<file path="config.mk">
export PLATFORM = sky130hd
export DESIGN_NAME = alu_op_issuer
export DESIGN_NICKNAME = d
export VERILOG_FILES = /design/src/rtl/alu_op_issuer_pkg.sv /design/src/rtl/alu_op_issuer.sv
export SDC_FILE = /design/constraint.sdc
export NUM_CORES = 1
export LEC_CHECK = 0
export CORE_UTILIZATION = 40
export DETAILED_ROUTE_END_ITERATION = 16
export DONT_BUFFER_PORTS = 1
export SETUP_SLACK_MARGIN = 0.5
export SYNTH_ARGS = -nofsm -noshare
export SYNTH_HDL_FRONTEND = slang
export SYNTH_SLANG_ARGS = --single-unit
</file>
<file path="constraint.sdc">
create_clock -name Clk -period 3.4 [get_ports Clk]
set_input_delay 0.68 -clock Clk [delete_from_list [all_inputs] [get_ports Clk]]
set_output_delay 0.68 -clock Clk [all_outputs]
set_load 0.05 [all_outputs]
</file>
<file path="src/rtl/alu_op_issuer_pkg.sv">
// Shared definitions for the ALU micro-op issuer: widths, ALU op encodings, instruction layout.
package alu_op_issuer_pkg;

  localparam int unsigned IW         = 9;
  localparam int unsigned RW         = 3;
  localparam int unsigned SHW        = 3;
  localparam int unsigned kOPW       = 3;
  localparam int unsigned kREMW      = SHW + 1;
  localparam int unsigned kSHIFT_MAX = 8;

  localparam logic [kOPW-1:0] kILLEGAL = 3'b111;

  // Single source of ALU operation encodings; matches the instruction opcode field.
  typedef enum logic [kOPW-1:0] {
    ADD = 3'b000,
    LSH = 3'b001,
    BSH = 3'b010,
    XOR = 3'b011,
    AND = 3'b100,
    SUB = 3'b101,
    CLR = 3'b110
  } op_mne;

  typedef enum logic {
    IDLE  = 1'b0,
    ISSUE = 1'b1
  } state_e;

  typedef struct packed {
    logic [kOPW-1:0] opc;
    logic [RW-1:0]   rd;
    logic [RW-1:0]   rs;
  } inst_t;

  function automatic logic is_shift(input op_mne op);
    return (op == LSH) || (op == BSH);
  endfunction

endpackage

</file>
<file path="src/rtl/alu_op_issuer.sv">
// Decodes fetched instructions into ALU micro-ops, expanding LSH/BSH by N into N
// single-bit shift micro-ops, with a no-bubble hand-off between instructions.
module alu_op_issuer
  import alu_op_issuer_pkg::*;
(
  input  logic          Clk,
  input  logic          Reset,
  input  logic          inst_valid,
  output logic          inst_ready,
  input  logic [IW-1:0] inst,
  output logic          uop_valid,
  input  logic          uop_ready,
  output op_mne         uop_op,
  output logic [RW-1:0] uop_rd,
  output logic [RW-1:0] uop_rs,
  output logic          uop_last,
  output logic          illegal,
  output logic          busy
);

  state_e           state_q, state_d;
  logic [kREMW-1:0] rem_q, rem_d;
  logic             uop_valid_q, uop_valid_d;
  op_mne            op_q, op_d;
  logic [RW-1:0]    rd_q, rd_d;
  logic [RW-1:0]    rs_q, rs_d;
  logic             last_q, last_d;
  logic             illegal_q, illegal_d;

  inst_t            inst_w;
  logic [kREMW-1:0] shift_rem;
  logic             xfer;
  logic             accept;

  assign inst_w    = inst;
  // A zero shift-amount field encodes the maximum shift count.
  assign shift_rem = (inst_w.rs == '0) ? kREMW'(kSHIFT_MAX) : kREMW'(inst_w.rs);
  assign xfer      = uop_valid_q && uop_ready;
  assign inst_ready = !Reset && ((state_q == IDLE) || (uop_ready && last_q));
  assign accept    = inst_valid && inst_ready;

  always_comb begin
    state_d     = state_q;
    rem_d       = rem_q;
    uop_valid_d = uop_valid_q;
    op_d        = op_q;
    rd_d        = rd_q;
    rs_d        = rs_q;
    last_d      = last_q;
    illegal_d   = 1'b0;

    if ((state_q == ISSUE) && xfer) begin
      if (last_q) begin
        state_d     = IDLE;
        uop_valid_d = 1'b0;
        last_d      = 1'b0;
        rem_d       = '0;
      end else begin
        rem_d  = rem_q - kREMW'(1);
        last_d = (rem_d == kREMW'(1));
      end
    end

    // Accept overrides the drain above, giving back-to-back issue after a last uop.
    if (accept) begin
      if (inst_w.opc == kILLEGAL) begin
        illegal_d   = 1'b1;
        state_d     = IDLE;
        uop_valid_d = 1'b0;
        last_d      = 1'b0;
        rem_d       = '0;
      end else begin
        state_d     = ISSUE;
        uop_valid_d = 1'b1;
        op_d        = op_mne'(inst_w.opc);
        rd_d        = inst_w.rd;
        if (is_shift(op_mne'(inst_w.opc))) begin
          rs_d   = inst_w.rd;
          rem_d  = shift_rem;
          last_d = (shift_rem == kREMW'(1));
        end else begin
          rs_d   = inst_w.rs;
          rem_d  = kREMW'(1);
          last_d = 1'b1;
        end
      end
    end
  end

  always_ff @(posedge Clk or posedge Reset) begin
    if (Reset) begin
      state_q     <= IDLE;
      rem_q       <= '0;
      uop_valid_q <= 1'b0;
      op_q        <= ADD;
      rd_q        <= '0;
      rs_q        <= '0;
      last_q      <= 1'b0;
      illegal_q   <= 1'b0;
    end else begin
      state_q     <= state_d;
      rem_q       <= rem_d;
      uop_valid_q <= uop_valid_d;
      op_q        <= op_d;
      rd_q        <= rd_d;
      rs_q        <= rs_d;
      last_q      <= last_d;
      illegal_q   <= illegal_d;
    end
  end

  assign uop_valid = uop_valid_q;
  assign uop_op    = op_q;
  assign uop_rd    = rd_q;
  assign uop_rs    = rs_q;
  assign uop_last  = last_q;
  assign illegal   = illegal_q;
  assign busy      = (state_q == ISSUE);

  rem_nonzero_in_issue: assert property (@(posedge Clk) disable iff (Reset)
    (state_q == ISSUE) |-> (rem_q != '0));

endmodule

</file>
==> impl_metrics.csv <==
group,metric,value,unit
sta,finalCriticalPeriod,2.169,ns
grt,grt_pass1_wl,2635,um
clock_network,cts_made_buffers,3,
run,drv_cap,0,
setup_path,endpoint_kind,"register",
placement,dpl_cell_area,852.1,um^2
logic_synthesis,ys_ff_latch,16,
sta,fmax,461.0,MHz
placement,place_ws,1.228,ns
finish,final_nets,101,
sta,rsz0062_at_grt,"no",
floorplan,core,0.001962,mm^2
clock_network,cts_resized,0,
power_and_ir_drop,p_per_area,1099,mW/mm^2
floorplan,die_area,0.002263,mm^2
logic_synthesis,synth_cell_type_count,30,
finish,fin_area,874.6,um^2
sta,tightest_slew,0.6140,ns
detailed_routing,vias_per_cell,5.441,
logic_synthesis,synth_commonest_cells,"16 x dfrtp_1, 8 x nor2_1, 7 x a21oi_1",
logic_synthesis,synthMuxAreaShare,0.07681,
clock_network,cts_tree,"done",
sta,hold_violations,0,
logic_synthesis,syn_avg_cell_area,10.13,um^2
grt,grt_start_max_net_pins,17,
clock_network,cts_hold_buffers,0,
setup_path,path_max_fanout,12,
detailed_routing,vias,604,
clock_network,cts_root_buf,"clkbuf_4",
worst_hold_path,hold_path_class,"input port to asynchronous set/reset pin",
detailed_routing,drt_iter0_drc,13,
grt,overflow,0,
sta,fin_crit_sh,0.6380,
grt,groute.usage.overall,0.1681,
logic_synthesis,synth_top_area_share,0.4819,
setup_path,worstSetupStartpointType,"register",
clock_network,cts_sinks,16,
logic_synthesis,synth_top_cell_by_area,"dfrtp_1",
logic_synthesis,synth_compound_area_frac,0.1792,
setup_path,slowest_delay,0.70,ns
logic_synthesis,yosys.area_share.simple,0.1566,
logic_synthesis,synth_top_family_by_area,"compound AO/OA/AOI/OAI gates",
sta,finalSetupTns,0,ns
logic_synthesis,syn_area,830.8,um^2
finish,diodes,0,
sta,setup_viol,0,
logic_synthesis,syn_nets,97,
logic_synthesis,synth_enable_flop_cells,0,
power_and_ir_drop,p_leak,0.3677,nW
logic_synthesis,synthAdderAreaFrac,0.03012,
floorplan,die_h,47.58,um
logic_synthesis,synthMostInstantiatedCell,"dfrtp_1",
logic_synthesis,synthXorXnorAreaFrac,0.01054,
detailed_routing,dr.pass1.iters,4,
logic_synthesis,yosysWarnings,0,
placement,place_congestion,0.8657,
clock_network,post_cts_buffers,0,
setup_path,worstPathArrival,2.34,ns
clock_network,cts_buffer_depth,2,
sta,fin_worst_skew,0.001771,ns
detailed_routing,wl_per_cell,13.86,um
clock_network,htree_levels,1,
clock_network,clk_pin_slew_worst_paths,0.09,ns
finish,syn2layout_area_growth,5.271,%
logic_synthesis,syn_inst,82,
clock_network,clk_latency,0.27,ns
setup_path,critPathRequiredTime,3.57,ns
grt,grt_pass1_vias,601,
finish,final_layout_size_suffix_gt1_frac,0.1071,
setup_path,reg2reg_slack,1.23,ns
setup_path,critical_path.slowest_cell,"dfrtp_1",
logic_synthesis,synth_area_leaders,"dfrtp_1 48%, a21oi_1 4.2%, mux2_2 4.1%",
setup_path,critPathKind,"register to register",
power_and_ir_drop,finalPower,0.9612,mW
sta,relSlewSlack,0.5902,
logic_synthesis,synth_ff_type,"dfrtp_1",
detailed_routing,route.antenna.remaining_nets,0,
sta,maxSlewViolCount,0,
floorplan,die_x,47.58,um
floorplan,initial_core_util,0.4235,
logic_synthesis,synth_seq_area_share,0.4819,
placement,dp_hpwl,1185,um
sta,fin_ws,1.231,ns
logic_synthesis,async_flop_share,1.000,
placement,io_buffers,0,
floorplan,ios,27,
detailed_routing,drt_wl_total,1538,um
run_status,status,"finished clean",
detailed_routing,drc,0,
setup_path,cp_cell_sequence,"a21boi_1, or2_1, nor2b_1, buf_4, mux2_2",
power_and_ir_drop,ir_drop,594.2,uV
grt,grt_antenna_before_repair,0,
floorplan,rows,16,
metal layers:
metal / up-vias / wire length (um) / track usage
li1: 296 / - / -
met5: - / 0 / 0
met2: 15 / 713 / 0.2466
met3: 2 / 105 / 0.03774
met4: 0 / 12 / 0.08333
met1: 291 / 707 / 0.2350
per-stage QoR:
stage | util | cells | hold WS (ns)
after floorplan | - | 82 | 0.5197
final | 0.4458 | 111 | 0.3575
after CTS | 0.4458 | 111 | 0.3704
after detailed placement | 0.4343 | 108 | 0.5548
after global routing | 0.4458 | 111 | 0.4166
after global placement | 0.4343 | 108 | 0.5632
kinds of logic (layout without fill, tap and decap cells):
kind of cell,Yosys count,after routing
simple gates,26,26
flops,16,16
compound gates,22,22
buf+inv,9,11
fa+ha+maj,2,2
xor+xnor,1,1
mux,6,6
layout make-up:
cell class | instances | area [um^2]
clock buffer | 3 | 22.52
fill | 219 | 1087
inverter | 5 | 18.77
multi-input combinational | 57 | 376.6
sequential | 16 | 400.4
tap | 27 | 33.78
timing repair buffer | 3 | 22.52
critical path: cells and delay by family (launching register included):
family	cells	cell delay (ns)
mux	1	0.34
buf+inv	1	0.23
simple gates	2	0.62
compound gates	1	0.17
flops	1	0.70
power by group:
group          total (mW)  leakage [nW]  internal, mW  switching (mW)
logic               0.305         0.163         0.125           0.181
registers           0.561         0.190         0.274           0.287
clock network      0.0949        0.0138        0.0410          0.0539
sequential cells by signal, summed over array words and instances, names as in the netlist:
signal,count
uop_rs,3
illegal,1
uop_valid,1
uop_last,1
rem_q,4
uop_op,3
uop_rd,3
cells in the final DEF (no fill, tap or decap), types with 3 or more instances in the layout:
cell	netlist	routed
a21oi_1	7	7
buf_4	1	3
clkbuf_4	0	3
dfrtp_1	16	16
inv_1	5	5
mux2_2	3	3
mux2i_1	3	3
nand2_1	4	4
nor2_1	8	8
nor3_1	3	3
o21ai_0	3	3
o22a_1	3	3
worst paths after layout:
check                      cells past startpoint                  from                     to
max in group asynchronous                      1                 Reset   rem_q[3]$_DFFE_PP0P_
min                                            1                 Reset  uop_rd[0]$_DFFE_PP0P_
min reg2reg                                    1  rem_q[3]$_DFFE_PP0P_   rem_q[3]$_DFFE_PP0P_
max reg2reg                                    5  uop_last$_DFFE_PP0P_  uop_rd[2]$_DFFE_PP0P_
max                                            5  uop_last$_DFFE_PP0P_  uop_rd[2]$_DFFE_PP0P_
min in group Clk                               2               inst[8]      illegal$_DFF_PP0_
(Power assumes the default switching activity.)
